===== src/rtl/axil_timer_irq.sv =====
// AXI-Lite down-counting timer with prescaler, one-shot/auto-reload and a sticky W1C interrupt.
// Optional PWM compare output and CMP register enabled by defining TIMER_PWM_EN.
module axil_timer_irq #(
    parameter int unsigned C_S_AXI_DATA_WIDTH = 32,
    parameter int unsigned C_S_AXI_ADDR_WIDTH = 32,
    parameter int unsigned CNT_WIDTH          = 32,
    parameter int unsigned PRE_WIDTH          = 16
) (
    input  logic                            S_AXI_ACLK,
    input  logic                            S_AXI_ARESETN,
    input  logic [C_S_AXI_ADDR_WIDTH-1:0]   S_AXI_AWADDR,
    input  logic                            S_AXI_AWVALID,
    output logic                            S_AXI_AWREADY,
    input  logic [C_S_AXI_DATA_WIDTH-1:0]   S_AXI_WDATA,
    input  logic [C_S_AXI_DATA_WIDTH/8-1:0] S_AXI_WSTRB,
    input  logic                            S_AXI_WVALID,
    output logic                            S_AXI_WREADY,
    output logic [1:0]                      S_AXI_BRESP,
    output logic                            S_AXI_BVALID,
    input  logic                            S_AXI_BREADY,
    input  logic [C_S_AXI_ADDR_WIDTH-1:0]   S_AXI_ARADDR,
    input  logic                            S_AXI_ARVALID,
    output logic                            S_AXI_ARREADY,
    output logic [C_S_AXI_DATA_WIDTH-1:0]   S_AXI_RDATA,
    output logic [1:0]                      S_AXI_RRESP,
    output logic                            S_AXI_RVALID,
    input  logic                            S_AXI_RREADY,
    output logic                            irq_o,
    output logic                            pwm_o
);

    localparam int unsigned DW = C_S_AXI_DATA_WIDTH;
    localparam int unsigned CW = CNT_WIDTH;
    localparam int unsigned PW = PRE_WIDTH;

    localparam logic [4:0] ADDR_CTRL   = 5'h00;
    localparam logic [4:0] ADDR_PRE    = 5'h04;
    localparam logic [4:0] ADDR_LOAD   = 5'h08;
    localparam logic [4:0] ADDR_COUNT  = 5'h0C;
    localparam logic [4:0] ADDR_STATUS = 5'h10;
    localparam logic [4:0] ADDR_CMP    = 5'h14;

    logic          r_awready;
    logic          r_bvalid;
    logic          r_arready;
    logic          r_rvalid;
    logic [DW-1:0] r_rdata;

    logic          r_en;
    logic          r_auto;
    logic          r_irq_en;
    logic [PW-1:0] r_prescale;
    logic [PW-1:0] r_pre_cnt;
    logic [CW-1:0] r_load;
    logic [CW-1:0] r_count;
    logic          r_pending;

    logic          w_wr_en;
    logic          w_rd_en;
    logic [4:0]    w_wr_addr;
    logic          w_wr_ctrl;
    logic          w_wr_pre;
    logic          w_wr_load;
    logic          w_wr_status;
    logic          w_wr_cmp;
    logic          w_tick;
    logic          w_expire;
    logic [DW-1:0] w_rd_data;
    logic          w_unused;

    // A write is taken on the edge that raises AWREADY/WREADY; registers update on that same edge.
    assign w_wr_en     = S_AXI_AWVALID & S_AXI_WVALID & ~r_awready & ~r_bvalid;
    assign w_rd_en     = S_AXI_ARVALID & ~r_arready & ~r_rvalid;
    assign w_wr_addr   = S_AXI_AWADDR[4:0];
    assign w_wr_ctrl   = w_wr_en & (w_wr_addr == ADDR_CTRL);
    assign w_wr_pre    = w_wr_en & (w_wr_addr == ADDR_PRE);
    assign w_wr_load   = w_wr_en & (w_wr_addr == ADDR_LOAD);
    assign w_wr_status = w_wr_en & (w_wr_addr == ADDR_STATUS);
    assign w_wr_cmp    = w_wr_en & (w_wr_addr == ADDR_CMP);

    assign w_tick   = r_en & (r_pre_cnt == r_prescale);
    assign w_expire = w_tick & (r_count == '0);

    assign S_AXI_AWREADY = r_awready;
    assign S_AXI_WREADY  = r_awready;
    assign S_AXI_BVALID  = r_bvalid;
    assign S_AXI_BRESP   = 2'b00;
    assign S_AXI_ARREADY = r_arready;
    assign S_AXI_RVALID  = r_rvalid;
    assign S_AXI_RDATA   = r_rdata;
    assign S_AXI_RRESP   = 2'b00;

    assign irq_o = r_pending & r_irq_en;

    // Only the low address bits and low data bits are decoded; strobes are ignored.
    assign w_unused = ^{S_AXI_AWADDR, S_AXI_ARADDR, S_AXI_WSTRB, S_AXI_WDATA};

    // Write channel handshake
    always_ff @(posedge S_AXI_ACLK or negedge S_AXI_ARESETN) begin
        if (!S_AXI_ARESETN) begin
            r_awready <= 1'b0;
            r_bvalid  <= 1'b0;
        end else begin
            r_awready <= w_wr_en;
            if (r_bvalid && S_AXI_BREADY) begin
                r_bvalid <= 1'b0;
            end else if (r_awready) begin
                r_bvalid <= 1'b1;
            end
        end
    end

`ifdef TIMER_PWM_EN
    logic [CW-1:0] r_cmp;
    logic          r_pwm;

    // Compare register and registered PWM output, one cycle behind COUNT
    always_ff @(posedge S_AXI_ACLK or negedge S_AXI_ARESETN) begin
        if (!S_AXI_ARESETN) begin
            r_cmp <= '0;
            r_pwm <= 1'b0;
        end else begin
            if (w_wr_cmp) begin
                r_cmp <= S_AXI_WDATA[CW-1:0];
            end
            r_pwm <= r_en & (r_count < r_cmp);
        end
    end

    assign pwm_o = r_pwm;
`else
    logic w_unused_cmp;
    assign w_unused_cmp = w_wr_cmp;
    assign pwm_o        = 1'b0;
`endif

    // Read data mux over the register map; unmapped offsets read as zero
    always_comb begin
        w_rd_data = '0;
        case (S_AXI_ARADDR[4:0])
            ADDR_CTRL:   w_rd_data = DW'({r_irq_en, r_auto, r_en});
            ADDR_PRE:    w_rd_data = DW'(r_prescale);
            ADDR_LOAD:   w_rd_data = DW'(r_load);
            ADDR_COUNT:  w_rd_data = DW'(r_count);
            ADDR_STATUS: w_rd_data = DW'(r_pending);
`ifdef TIMER_PWM_EN
            ADDR_CMP:    w_rd_data = DW'(r_cmp);
`endif
            default:     w_rd_data = '0;
        endcase
    end

    // Read channel handshake; RDATA is captured on accept and held while RVALID
    always_ff @(posedge S_AXI_ACLK or negedge S_AXI_ARESETN) begin
        if (!S_AXI_ARESETN) begin
            r_arready <= 1'b0;
            r_rvalid  <= 1'b0;
            r_rdata   <= '0;
        end else begin
            r_arready <= w_rd_en;
            if (w_rd_en) begin
                r_rdata <= w_rd_data;
            end
            if (r_rvalid && S_AXI_RREADY) begin
                r_rvalid <= 1'b0;
            end else if (r_arready) begin
                r_rvalid <= 1'b1;
            end
        end
    end

    // Control and prescale registers; a software CTRL write beats the one-shot EN clear
    always_ff @(posedge S_AXI_ACLK or negedge S_AXI_ARESETN) begin
        if (!S_AXI_ARESETN) begin
            r_en       <= 1'b0;
            r_auto     <= 1'b0;
            r_irq_en   <= 1'b0;
            r_prescale <= '0;
        end else begin
            if (w_wr_ctrl) begin
                r_en     <= S_AXI_WDATA[0];
                r_auto   <= S_AXI_WDATA[1];
                r_irq_en <= S_AXI_WDATA[2];
            end else if (w_expire && !r_auto) begin
                r_en <= 1'b0;
            end
            if (w_wr_pre) begin
                r_prescale <= S_AXI_WDATA[PW-1:0];
            end
        end
    end

    // Prescaler and down-counter; a LOAD write restarts both immediately
    always_ff @(posedge S_AXI_ACLK or negedge S_AXI_ARESETN) begin
        if (!S_AXI_ARESETN) begin
            r_load    <= '0;
            r_count   <= '0;
            r_pre_cnt <= '0;
        end else if (w_wr_load) begin
            r_load    <= S_AXI_WDATA[CW-1:0];
            r_count   <= S_AXI_WDATA[CW-1:0];
            r_pre_cnt <= '0;
        end else begin
            if (r_en) begin
                r_pre_cnt <= w_tick ? '0 : r_pre_cnt + PW'(1);
            end
            if (w_tick) begin
                if (r_count != '0) begin
                    r_count <= r_count - CW'(1);
                end else if (r_auto) begin
                    r_count <= r_load;
                end
            end
        end
    end

    // Sticky pending flag; a same-cycle expiry wins over the W1C clear
    always_ff @(posedge S_AXI_ACLK or negedge S_AXI_ARESETN) begin
        if (!S_AXI_ARESETN) begin
            r_pending <= 1'b0;
        end else if (w_expire) begin
            r_pending <= 1'b1;
        end else if (w_wr_status && S_AXI_WDATA[0]) begin
            r_pending <= 1'b0;
        end
    end

endmodule


===== config.mk =====
export PLATFORM = sky130hd
export DESIGN_NAME = axil_timer_irq
export DESIGN_NICKNAME = d
export VERILOG_FILES = /design/src/rtl/axil_timer_irq.sv
export SDC_FILE = /design/constraint.sdc
export NUM_CORES = 1
export LEC_CHECK = 0
export BUFFER_PORTS_ARGS = -buffer_cell sky130_fd_sc_hd__buf_4
export CAP_MARGIN = 5
export CORE_ASPECT_RATIO = 2
export CORE_MARGIN = 8
export CORE_UTILIZATION = 56
export DETAILED_ROUTE_END_ITERATION = 10
export PLACE_DENSITY = 0.81
export SYNTH_ARGS = -nofsm -noshare
export SYNTH_HDL_FRONTEND = slang
export SYNTH_SLANG_ARGS = --single-unit

===== constraint.sdc =====
create_clock -name S_AXI_ACLK -period 3 [get_ports S_AXI_ACLK]
set_input_delay 0.9 -clock S_AXI_ACLK [delete_from_list [all_inputs] [get_ports S_AXI_ACLK]]
set_output_delay 0.9 -clock S_AXI_ACLK [all_outputs]
set_load 0.01 [all_outputs]

# Yosys cells after proc, flatten, opt, wreduce, memory -nomap -nowiden
# Index checks and enable logic that the tools add are counted.
[word_totals]
reg_bits = 136
[op_classes]
n_eq_ne = 8
bitwise_logic = 16
add_sub_neg = 2
muxes = 16
reduce_logical = 17
[op_table]
columns = ["op", "n"]
rows = [
  ["case mux 32 bit (5 select lines)", 1],
  ["2-to-1 mux 32 bit", 4],
  ["2-to-1 mux 16 bit", 3],
  ["logical NOT 32 bit", 1],
  ["nonzero test 32 bit", 1],
  ["subtractor 32 x 1 -> 32 bit (second input constant)", 1],
  ["adder 16 x 1 -> 16 bit (second input constant)", 1],
  ["equality test 16 bit", 1],
  ["equality test 5 x 4 -> 1 bit (second input constant)", 3],
  ["AND 1 bit", 12],
  ["nonzero test 2 bit", 6],
  ["equality test 5 x 3 -> 1 bit (second input constant)", 2],
  ["equality test 5 bit (second input constant)", 2],
  ["logical NOT 5 bit", 2],
  ["2-to-1 mux 1 bit", 8],
  ["logical AND 1 bit", 4],
  ["NOT 1 bit", 4],
  ["nonzero test 3 bit", 1],
  ["AND reduction 2 bit", 1],
  ["logical NOT 1 bit", 1],
]

# Depth between registers and ports, before layout
[depth]
ltp_word = 7
ltp_mapped = 11
mapped_depth_nobuf = 8

# Worst setup path before layout
# No wires, ideal clock.
[synth_path]
kind = "input to register"
from = "in S_AXI_WVALID"
to = "reg r_load[22]"
cell_stages = 8
slack_ns = 0.084
arrival_time_ns = 2.850
cell_sequence = "nor4bb_1 -> and3_1 -> buf_2 -> buf_1 -> clkbuf_1 -> clkbuf_1 -> nand2_1 -> nand2_1"
[synth_via]
elab_chain_len = 4
[synth_rtl]
columns = ["item", "line", "text"]
rows = [
  ["from (decl)", "16", "input logic S_AXI_WVALID,"],
  ["AND 1 bit (3 in series)", "72", "assign w_wr_en = S_AXI_AWVALID & S_AXI_WVALID & ~r_awready & ~r_bvalid;"],
  ["AND 1 bit", "77", "assign w_wr_load = w_wr_en & (w_wr_addr == ADDR_LOAD);"],
  ["to (signal assigned)", "200", "r_load <= S_AXI_WDATA[CW-1:0];"],
  ["to (decl)", "54", "logic [CW-1:0] r_load;"],
]
# No other way between the ends.
# A chain may end at the register's enable or synchronous reset.

# Worst setup path in the final report
[layout_path]
from = "reg r_count[27]"
to = "reg r_count[15]"
[layout_via]
elab_chain_len = 4
[layout_rtl]
columns = ["item", "line", "text"]
rows = [
  ["from (decl)", "55", "logic [CW-1:0] r_count;"],
  ["from (signal assigned)", "201", "r_count <= S_AXI_WDATA[CW-1:0];"],
  ["from (signal assigned)", "209", "r_count <= r_count - CW'(1);"],
  ["from (signal assigned)", "211", "r_count <= r_load;"],
  ["nonzero test 32 bit (*)", "208", "if (r_count != '0) begin"],
  ["2-to-1 mux 32 bit", "208", ""],
  ["2-to-1 mux 32 bit", "207", "if (w_tick) begin"],
  ["2-to-1 mux 32 bit", "199", "end else if (w_wr_load) begin"],
]
# Mark *: on every way between the ends. The rest lies on a longest branch, timed or not. The select of a mux whose other input is x is not followed.

==> results list <==
- Across the routed clock network, the largest skew measured is approximately 0.011 ns.
* Wire length of the first global-routing pass: 37080 µm
- The number of max-slew violations in the final report came to 0.
* Number of flops mapped to enable cells by yosys: 0
- For this run, the number of Yosys warnings is 0.
* Gate count after technology mapping: 812
* Setup TNS after final layout: 0 ns
- Clock sink count: 136
* Via count of the first global-routing pass: around 7400
- CTS placed an instance of sky130_fd_sc_hd__clkbuf_16 at the clock tree root.
- Worst IR drop on VDD: roughly 0.53 mV
* HPWL after detailed placement: between 15000 and 20000 µm
* Cell area after layout: 0.009089 mm²
- Global routing finished with a remaining overflow of 0.
- Initial antenna violation count: 0
- Routed wire length: 22970 µm
* RR Startpoint: r_count[27]
- Biggest cell delay along the critical path: 0.59 ns
* WL/cell: between 20 and 25 µm
- The H-tree was split into 4 levels.
- I/O pin count: 150
- Fmax: between 300 and 400 MHz
- Worst path cell trace: or4_4 -> or2_1 -> or4_4 -> o2111a_1 -> buf_4 -> nor2_2 -> buf_4 -> o2bb2ai_1
- Fraction of final layout cells sized beyond drive strength 1: 0.2282
* Remaining design rule violation count: 0
- Power density relative to cell area: roughly 670 mW/mm²
- Setup slack on the worst reg-to-reg path comes out at between 0.09 and 0.1 ns.
* Final hold violation count: 0
* Time the worst path needs with I/O delays and setup: approximately 2.9 ns
* Cells on worst reg2reg path: 8
* Worst-path fanout max: 18
- Dividing the detail-routed via count by the number of cells gives 6.448.
* Worst Path Arrival: 3.20 ns
* Reg-to-reg critical path endpoint: r_count[15]
* Maximum capacitance violations: 0
* RePlAce Congestion: 0.9177
- Setup repair after global routing left no endpoint under its margin.
* Highest-count cells in the layout ignoring fill and taps: sky130_fd_sc_hd__nand2_1, sky130_fd_sc_hd__dfrtp_1, sky130_fd_sc_hd__buf_4, sky130_fd_sc_hd__o21ai_0, sky130_fd_sc_hd__nor2_1
* FFs w/ async S/R, synth: 1.000
- Fin crit share: 0.9687
- Overall track demand over capacity in global routing: 0.2667
- Library cells used by synthesis: 73
- Setup violations remaining at the end of the flow were counted as 0.
* Post-layout nets: a little over 1000
- In this run the deepest clock path goes through 2 buffers.
* CTS Buf Count: 17
* Starting Density: 0.5691
* Count of fill cells added during filler insertion: 988
- The worst setup path is of the flop to flop kind.
- Among all stages on the critical path, the largest delay is contributed by sky130_fd_sc_hd__or4_4.
* Worst Hold Class: input port to async pin
- Antenna Diode Count: 0
- Most common cell after layout, fill and taps aside: sky130_fd_sc_hd__nand2_1
- Number of design-rule violations left by the first detailed-router iteration: 579
- Summing over every cut layer, the via total after detailed routing is 6970.
- The cell area that synthesis handed to floorplanning was 0.007395 mm².
- Area occupied by registers: 0.003403 mm²
- The share of the Yosys chip area taken by registers is 0.4602.
* Cts hold-fix bufs: 0
- Data required time at the worst endpoint: 3.29 ns
* Width of the die: 97.26 µm
* CTS tree: built
* Startpoint types: flop
- Max_slew headroom: 0.5227
- Post-synthesis average cell area: ~9 µm²
- Clock-pin slew was measured on the worst setup and hold paths at 0.06 ns.
* Count of input and output buffers: 86
- Dpl cell area: between 0.008 and 0.009 mm²
- Die span in y: 178.5 µm
- Antenna Violating Nets Remaining: 0
- Maximum number of pins on one net before global-route repair: 60
* Static Leakage: ~4.3 nW
* Rows: 59
- Number of synthesized register bits: around 140
- At the pin with the least slew margin, the transition time is 0.7127 ns.
- Clock insertion delay at the later pin of the skew report: roughly 0.42 ns
- STA classifies the critical path endpoint as a flop.
- Summing all multi-input logic gate instances after layout gives 0.003712 mm².
- In the synthesized netlist the dominant register cell turns out to be sky130_fd_sc_hd__dfrtp_1.
* Status: finished clean
* Die outline area: between 0.015 and 0.02 mm²
- The first detailed-routing pass ran for 9 iterations.
- The region available for standard cell placement spans around 0.013 mm².
* Area delta synth->final: 22.91%
[where the power goes]
| group | internal (mW) | total, mW | switching (mW) |
|---|---|---|---|
| registers | 2.10 | 2.42 | 0.318 |
| logic | 0.638 | 1.40 | 0.766 |
| clock network | 1.44 | 2.25 | 0.813 |
| total | 4.18 | 6.07 | 1.90 |
[critical path, delay by kind of cell, from the launching register on]
kind,cells,cell delay (ns)
buffers and inverters,2,0.43
DFF,1,0.40
AOI/OAI and AO/OA,2,0.33
and+or+nand+nor,4,1.61
[synth_stat cells (10+ instances only)]
master	number	area [µm²]
sky130_fd_sc_hd__or4_1	11	82.58
sky130_fd_sc_hd__nor4_1	12	75.07
sky130_fd_sc_hd__dfrtp_1	136	3403
sky130_fd_sc_hd__a21oi_1	11	55.05
sky130_fd_sc_hd__o21ai_0	66	330.3
sky130_fd_sc_hd__nand2_1	166	623.1
sky130_fd_sc_hd__mux2_2	31	349.1
sky130_fd_sc_hd__xor2_1	14	122.6
sky130_fd_sc_hd__xnor2_1	14	122.6
sky130_fd_sc_hd__a31oi_1	10	62.56
sky130_fd_sc_hd__a22oi_1	32	240.2
sky130_fd_sc_hd__nand3_1	18	90.09
sky130_fd_sc_hd__clkbuf_1	38	142.6
sky130_fd_sc_hd__nor3_1	31	155.2
sky130_fd_sc_hd__or3_1	10	62.56
sky130_fd_sc_hd__nor2_1	43	161.4
sky130_fd_sc_hd__inv_1	15	56.30
[repair_timing]
item | CTS | global route
setup endpoints to repair | 0 | 5
gates resized for setup | 0 | 1
buffers inserted | 0 | 0
[how the worst max path moves through the flow]
stage / to / slack, ns / depth (start not counted) / start
floorplan: r_load[22] / 0.08 / 8 / S_AXI_WVALID
global route: r_count[13] / 0.04 / 9 / r_count[0]
global placement: r_count[9] / 0.15 / 7 / S_AXI_AWADDR[1]
finish: r_count[15] / 0.09 / 8 / r_count[27]
CTS: r_count[15] / 0.08 / 8 / r_count[27]
detailed placement: r_count[15] / 0.10 / 8 / S_AXI_AWADDR[1]
[kinds of logic after synthesis]
| kind of cell | Yosys count | synth area share |
|---|---|---|
| other | 1 | 0.0005071 |
| AOI/OAI and AO/OA | 196 | 0.1811 |
| muxes | 40 | 0.06176 |
| DFF | 136 | 0.4602 |
| xor gates and xnor gates | 28 | 0.03316 |
| adders and majority gates | 3 | 0.005077 |
| and+or+nand+nor | 337 | 0.2162 |
| buffers and inverters | 71 | 0.04196 |
[layer usage]
metal,routed length (µm),global-route usage,up-vias
li1,-,-,3153
met1,7832,0.2569,3397
met2,12480,0.4909,304
met3,1139,0.05353,116
met4,1516,0.1964,0
met5,0,0,-
[final cells by class]
type | count | area share
clock buffer | 22 | 0.05107
clock inverter | 10 | 0.01845
inverter | 15 | 0.006195
multi-input combinational | 609 | 0.4085
sequential | 136 | 0.3744
tap | 152 | 0.02093
timing repair buffer | 137 | 0.1205
[through the flow]
step | utilization | power, mW | worst slack (ns) | cells | hold WS [ns]
after floorplan | - | 3.199 | 0.08392 | 816 | 0.4536
after global placement | 0.6506 | 3.758 | 0.1526 | 1049 | 0.4589
after detailed placement | 0.6506 | 3.802 | 0.1018 | 1049 | 0.4712
after CTS | 0.6992 | 6.066 | 0.07761 | 1081 | 0.4567
after global routing | 0.6995 | 6.321 | 0.03711 | 1081 | 0.4710
final | 0.6995 | 6.074 | 0.09393 | 1081 | 0.4286
[flip-flops by register name, indices dropped and copies added (netlist names)]
signal	count
r_irq_en	1
r_count	32
S_AXI_RDATA	32
r_auto	1
r_prescale	16
r_en	1
r_pending	1
S_AXI_ARREADY	1
S_AXI_BVALID	1
S_AXI_RVALID	1
r_pre_cnt	16
S_AXI_AWREADY	1
r_load	32
Note: power is estimated with default switching activity, not from simulation.
